File: src/rtl/rd_responder.sv
// rd_responder: target-side read responder.
// Accepts a read request (start address + burst length), fetches each word
// from a fixed-latency synchronous memory one at a time, and returns the words
// on a valid/ready response channel with the final word flagged by rsp_last.
// Every output is driven straight from a register.

module rd_responder #(
    parameter int AW      = 8,
    parameter int DW      = 16,
    parameter int LW      = 4,
    parameter int MEM_LAT = 2
) (
    input  logic          clk,
    input  logic          rst_n,
    input  logic          rd,
    input  logic [AW-1:0] rd_addr,
    input  logic [LW-1:0] rd_len,
    output logic          rd_ack,
    output logic          busy,
    output logic          mem_en,
    output logic [AW-1:0] mem_addr,
    input  logic [DW-1:0] mem_rdata,
    output logic          rsp_valid,
    output logic [DW-1:0] rsp_data,
    output logic          rsp_last,
    input  logic          rsp_ready
);

    // Latency counter needs at least one bit even when MEM_LAT is 1.
    localparam int CW = (MEM_LAT > 1) ? $clog2(MEM_LAT) : 1;

    typedef enum logic [1:0] {
        IDLE  = 2'd0,
        FETCH = 2'd1,
        WAIT  = 2'd2,
        RESP  = 2'd3
    } state_t;

    state_t        state_q, state_d;
    logic [AW-1:0] addr_q, addr_d;
    logic [LW-1:0] remain_q, remain_d;
    logic [CW-1:0] lat_q, lat_d;

    logic          rd_ack_d;
    logic          busy_d;
    logic          mem_en_d;
    logic [AW-1:0] mem_addr_d;
    logic          rsp_valid_d;
    logic [DW-1:0] rsp_data_d;
    logic          rsp_last_d;

    // State, counters and registered outputs; reset aborts any burst in flight.
    always_ff @(posedge clk or negedge rst_n) begin
        if (!rst_n) begin
            state_q   <= IDLE;
            addr_q    <= '0;
            remain_q  <= '0;
            lat_q     <= '0;
            rd_ack    <= 1'b0;
            busy      <= 1'b0;
            mem_en    <= 1'b0;
            mem_addr  <= '0;
            rsp_valid <= 1'b0;
            rsp_data  <= '0;
            rsp_last  <= '0;
        end else begin
            state_q   <= state_d;
            addr_q    <= addr_d;
            remain_q  <= remain_d;
            lat_q     <= lat_d;
            rd_ack    <= rd_ack_d;
            busy      <= busy_d;
            mem_en    <= mem_en_d;
            mem_addr  <= mem_addr_d;
            rsp_valid <= rsp_valid_d;
            rsp_data  <= rsp_data_d;
            rsp_last  <= rsp_last_d;
        end
    end

    // Next state plus next output values; outputs are set one cycle early so they land registered.
    always_comb begin
        state_d     = state_q;
        addr_d      = addr_q;
        remain_d    = remain_q;
        lat_d       = lat_q;
        rd_ack_d    = 1'b0;
        busy_d      = busy;
        mem_en_d    = 1'b0;
        mem_addr_d  = mem_addr;
        rsp_valid_d = rsp_valid;
        rsp_data_d  = rsp_data;
        rsp_last_d  = rsp_last;

        case (state_q)
            IDLE: begin
                busy_d      = 1'b0;
                rsp_valid_d = 1'b0;
                rsp_last_d  = 1'b0;
                if (rd) begin
                    addr_d     = rd_addr;
                    remain_d   = rd_len;
                    rd_ack_d   = 1'b1;
                    busy_d     = 1'b1;
                    mem_en_d   = 1'b1;
                    mem_addr_d = rd_addr;
                    state_d    = FETCH;
                end
            end

            FETCH: begin
                lat_d   = CW'(MEM_LAT - 1);
                state_d = WAIT;
            end

            WAIT: begin
                if (lat_q == '0) begin
                    rsp_data_d  = mem_rdata;
                    rsp_valid_d = 1'b1;
                    rsp_last_d  = (remain_q == '0);
                    state_d     = RESP;
                end else begin
                    lat_d = lat_q - CW'(1);
                end
            end

            RESP: begin
                if (rsp_ready) begin
                    rsp_valid_d = 1'b0;
                    rsp_last_d  = 1'b0;
                    if (remain_q == '0) begin
                        busy_d  = 1'b0;
                        state_d = IDLE;
                    end else begin
                        remain_d   = remain_q - LW'(1);
                        addr_d     = addr_q + AW'(1);
                        mem_en_d   = 1'b1;
                        mem_addr_d = addr_q + AW'(1);
                        state_d    = FETCH;
                    end
                end
            end

            default: begin
                state_d     = IDLE;
                busy_d      = 1'b0;
                rsp_valid_d = 1'b0;
                rsp_last_d  = 1'b0;
            end
        endcase
    end

endmodule

File: config.mk
export PLATFORM = sky130hd
export DESIGN_NAME = rd_responder
export DESIGN_NICKNAME = d
export VERILOG_FILES = /design/src/rtl/rd_responder.sv
export SDC_FILE = /design/constraint.sdc
export NUM_CORES = 1
export LEC_CHECK = 0
export CORE_MARGIN = 2
export CORE_UTILIZATION = 49
export CTS_BUF_LIST = sky130_fd_sc_hd__clkbuf_16
export DETAILED_ROUTE_END_ITERATION = 16
export GPL_TIMING_DRIVEN = 0
export HOLD_SLACK_MARGIN = 0.02
export PLACE_DENSITY = 0.93
export SYNTH_ARGS = -nofsm -noshare
export SYNTH_HDL_FRONTEND = slang
export SYNTH_SLANG_ARGS = --single-unit
File: constraint.sdc
create_clock -name clk -period 3.1 [get_ports clk]
set_input_delay 0.62 -clock clk [delete_from_list [all_inputs] [get_ports clk]]
set_output_delay 0.62 -clock clk [all_outputs]
set_load 0.02 [all_outputs]
## Word level (Yosys, flattened, before mapping)

Cells that the tools add are included.

- Register bits after elaboration: 36
- Word-level logic and storage cells: 60

- Add/sub/neg operators: 3
- Equality and inequality tests: 8
- Mux-type cells: 28
- Bitwise logic cells: 1
- Reductions and logical operators: 10

Operator list:

| kind | number |
|---|---|
| 2-to-1 mux 8 bit | 3 |
| case mux 8 bit (2 select lines) | 1 |
| 2-to-1 mux 4 bit | 3 |
| 2-to-1 mux 1 bit | 11 |
| != test 2 bit, second input constant | 5 |
| AND reduction 3 bit | 3 |
| adder 8 x 1 -> 8 bit, second input constant | 1 |
| case mux 2 bit (4 select lines) | 1 |
| case mux 4 bit (2 select lines) | 1 |
| 2-to-1 mux 2 bit | 3 |
| case mux 1 bit (2 select lines) | 3 |
| case mux 1 bit (3 select lines) | 2 |
| == test 2 bit, second input constant | 2 |
| zero test 4 bit | 1 |
| AND reduction 4 bit | 1 |
| nonzero test 2 bit | 2 |
| subtractor 4 x 1 -> 4 bit, second input constant | 1 |
| nonzero test 3 bit | 1 |
| == test 2 x 1 -> 1 bit, second input constant | 1 |
| zero test 2 bit | 1 |
| AND reduction 2 bit | 1 |
| NOT 1 bit | 1 |
| subtractor 1 bit, second input constant | 1 |

## Longest topological paths before layout

- Depth after elaboration: 4
- Depth in mapped cells: 7
- Gate-level depth less buffers: 6

## Least setup slack after synthesis

Ideal clock, no wire load.

- Path type: register to register
- Start: reg state_q[0]
- End: reg addr_q[1]
- Arrival: 1.777 ns
- Data required time: 2.975 ns
- Path slack: 1.198 ns
- Cell stages (with the launch flop): 7
- Buffers on the path: 1
- Clock period less this slack: 1.902 ns
- Cells stage by stage: dfrtp_1 > ha_1 > buf_6 > nor2b_4 > or3_4 > a21oi_4 > mux2_2

- Cells in the longest elaborated chain, start to end: 3
- Elaborated cells on any way between the ends: 8

RTL lines:

| item | line | RTL |
|---|---|---|
| from (decl) | 39 | `state_t state_q, state_d;` |
| from (signal assigned) | 67 | `state_q <= state_d;` |
| == test 2 bit / zero test 2 bit (equally long branches) | 95 | `case (state_q)` |
| != test 2 bit (no line) / nonzero test 2 bit (equally long branches) | -- |  |
| AND reduction 4 bit (no line) | -- |  |
| to (signal assigned) | 68 | `addr_q <= addr_d;` |
| to (decl) | 40 | `logic [AW-1:0] addr_q, addr_d;` |

Parallel ways exist; a longest one is shown, timed or not.
A chain may end at the register's enable or synchronous reset.

## Final worst setup path

- Start: in rsp_ready
- End: reg addr_q[2]

- Cells in the longest elaborated chain, start to end: 2

RTL lines:

| item | line | RTL |
|---|---|---|
| from (decl) | 26 | `input logic rsp_ready` |
| != test 2 bit (no line) | -- |  |
| AND reduction 4 bit (no line) | -- |  |

Every way passes these cells.

==> impl_metrics.json <==
{
  "grt_pass1_vias": 1472,
  "timing.final.crit_share": 0.699,
  "crit_path_max_incr_delay_ns": 0.65,
  "path_clk_slew_ns": 0.05,
  "ys_top_cells_by_area": "dfrtp_1, mux2_2, ha_1, mux2i_1, nor3_1",
  "ys_seq_elements": 36,
  "end_kind": "register",
  "power_density_mw_per_mm2": 1220,
  "layout.nets": 263,
  "yosysUniqueCellTypes": 40,
  "cap_violations": 0,
  "wl_per_cell_microns": 15.9,
  "crit_top_cell": "nor3_1",
  "initial_utilization": 0.504,
  "die-height_microns": 64.9,
  "antenna_found_initial": 0,
  "route.detailed.drc": 0,
  "synth_top_area_cell": "dfrtp_1",
  "yosysWarnings": 0,
  "design.die.area_sq_mm": 0.00421,
  "drv_slew": 0,
  "async_flop_share": 1.00,
  "skew_ns": 0.00533,
  "placed_area_sq_mm": 0.00247,
  "synth.avg_cell_area_sq_um": 11.5,
  "fin_area_sq_mm": 0.00264,
  "htree_levels": 2,
  "multiInputGateArea_sq_um": 843,
  "seq_area_frac_synth": 0.496,
  "via_count": 1539,
  "synth_cells": 158,
  "clock-sinks": 36,
  "grt_pass1_wl_mm": 6.89,
  "core_area_sq_mm": 0.00361,
  "grt.total_usage": 0.218,
  "cp_slowest_cell": "nor3_1",
  "cp_cell_sequence": "clkdlybuf4s50_1, nor2b_4, nor3_1, o21ai_0, nor3_1",
  "fin_tns_setup_ns": 0,
  "rsz0062_at_grt": "no",
  "grt_max_degree": 37,
  "setup-violations-final": 0,
  "critPathLaunchType": "input pin",
  "r2r-start": "state_q[0]",
  "io_pins": 61,
  "total_leakage_power_nw": 1.11,
  "cts_resized": 0,
  "cp_max_fo": 7,
  "dpl.hpwl_mm": 2.90,
  "period_needed_ns": 2.17,
  "yosys.area.top_type_share": 0.496,
  "grt_overflow": 0,
  "ys_top_cells_by_count": "dfrtp_1, mux2_2, nor3_1, inv_1, nor2_1",
  "synth_ff_type": "dfrtp_1",
  "cp_data_required_time_ns": 3.29,
  "worstSkewPairLatency_ns": 0.28,
  "initialDrtViolationCount": 75,
  "cts_made_buffers": 5,
  "synthesis.nets": 196,
  "wirelength_mm": 4.36,
  "status": "finished, final reports clean",
  "slew_headroom": 0.472,
  "max-vdd-ir-drop_mv": 0.924,
  "root_buffer": "clkbuf_16",
  "fmax_ghz": 0.461,
  "crit_start": "rsp_ready",
  "first_pass_iters": 4,
  "finalWeightedCongestion": 0.781,
  "route.antenna.remaining_nets": 0,
  "numPortBuffers": 60,
  "drive_above_1_share": 0.159,
  "fp.dieW_microns": 64.9,
  "synth_edf_count": 0,
  "arrival_ns": 2.36,
  "avgViaCountPerCell": 5.62,
  "finalHoldViolCount": 0,
  "cts.path.max_buffers": 2,
  "fillers": 247,
  "regArea_sq_um": 901,
  "area_growth_pct": 45.1,
  "cts_hold_buffers": 0,
  "crit_type": "input pin to register",
  "syn_area_sq_mm": 0.00182,
  "post_cts_buffers": 0,
  "synth.most_common_cell": "dfrtp_1",
  "antenna_cells": 0,
  "rows": 22,
  "min_path_type": "input pin to asynchronous set/reset pin",
  "cts_tree": "built",
  "tightest_slew_ns": 0.786
}
==> path summary, 6_finish.rpt <==
kind,depth (start not counted),to,slack (ns)
min in group clk,1,rsp_valid,0.49
worst max register to register,6,addr_q[2],0.95
worst max-delay path,5,addr_q[2],0.93
max in group asynchronous,1,remain_q[1],2.18
worst min-delay path,1,addr_q[7],0.42
worst min register to register,1,rsp_valid,0.49
==> cells in the final DEF, fill, tap and decap left out, types with 3 or more instances in the layout <==
cell | netlist | routed
nand2_1 | 5 | 5
dfrtp_1 | 36 | 36
o31ai_1 | 5 | 5
clkbuf_1 | 3 | 3
clkbuf_16 | 0 | 5
mux2i_1 | 6 | 6
nor2_1 | 7 | 7
nor2b_1 | 4 | 4
ha_1 | 6 | 6
a21oi_1 | 4 | 4
clkdlybuf4s50_1 | 0 | 59
a22oi_1 | 4 | 4
inv_1 | 9 | 10
o21ai_0 | 3 | 3
mux2_2 | 19 | 19
nor3_1 | 10 | 10
nand3_1 | 5 | 5
==> kinds of logic after synthesis <==
kind of cell,count (synthesis),share of synthesized area
fa+ha+maj,6,0.0413
flops,36,0.496
buf+inv,15,0.0399
compound gates,27,0.112
simple gates,49,0.160
mux,25,0.151
==> registers in the layout, indices dropped and copies added, names as in the netlist <==
register,flops
rsp_data,16
addr_q,8
remain_q,4
state_q,2
busy,1
lat_q,1
mem_en,1
rd_ack,1
rsp_last,1
rsp_valid,1
==> critical path, delay by kind of cell <==
| kind | cells | cell delay, ns |
|---|---|---|
| simple gates | 3 | 0.94 |
| compound gates | 1 | 0.23 |
| buf+inv | 1 | 0.57 |
==> power breakdown <==
group	total, mW	internal (mW)	switching (mW)
logic	1.75	0.863	0.886
registers	0.918	0.713	0.205
clock network	0.557	0.374	0.182
==> through the flow <==
stage                     power (mW)   util  std cells  hold slack [ns]  setup WS, ns
final                           3.22  0.731        274            0.419         0.932
after global routing            3.42  0.731        274            0.486         0.799
after CTS                       3.22  0.731        274            0.445         0.974
after detailed placement        2.63  0.686        266            0.481         0.719
after global placement          2.56  0.687        266            0.476         0.627
after floorplan                 2.00      -        158            0.324          1.20
==> layer usage <==
layer,routed length (microns),global-route usage,vias to the layer above
met5,0,0,-
met4,101,0.0798,0
met3,336,0.0608,12
met2,2170,0.379,78
met1,1760,0.255,740
li1,-,-,709
==> final cells by class <==
cell class                      instances  area share
Sequential cell                        36       0.342
Buffer                                  6      0.0147
Tap cell                               48      0.0228
Multi-Input combinational cell        107       0.320
Clock buffer                            5      0.0475
Inverter                                9      0.0128
Clock inverter                          3      0.0147
Timing Repair Buffer                   60       0.226
Note: power is estimated with default switching activity, not from simulation.
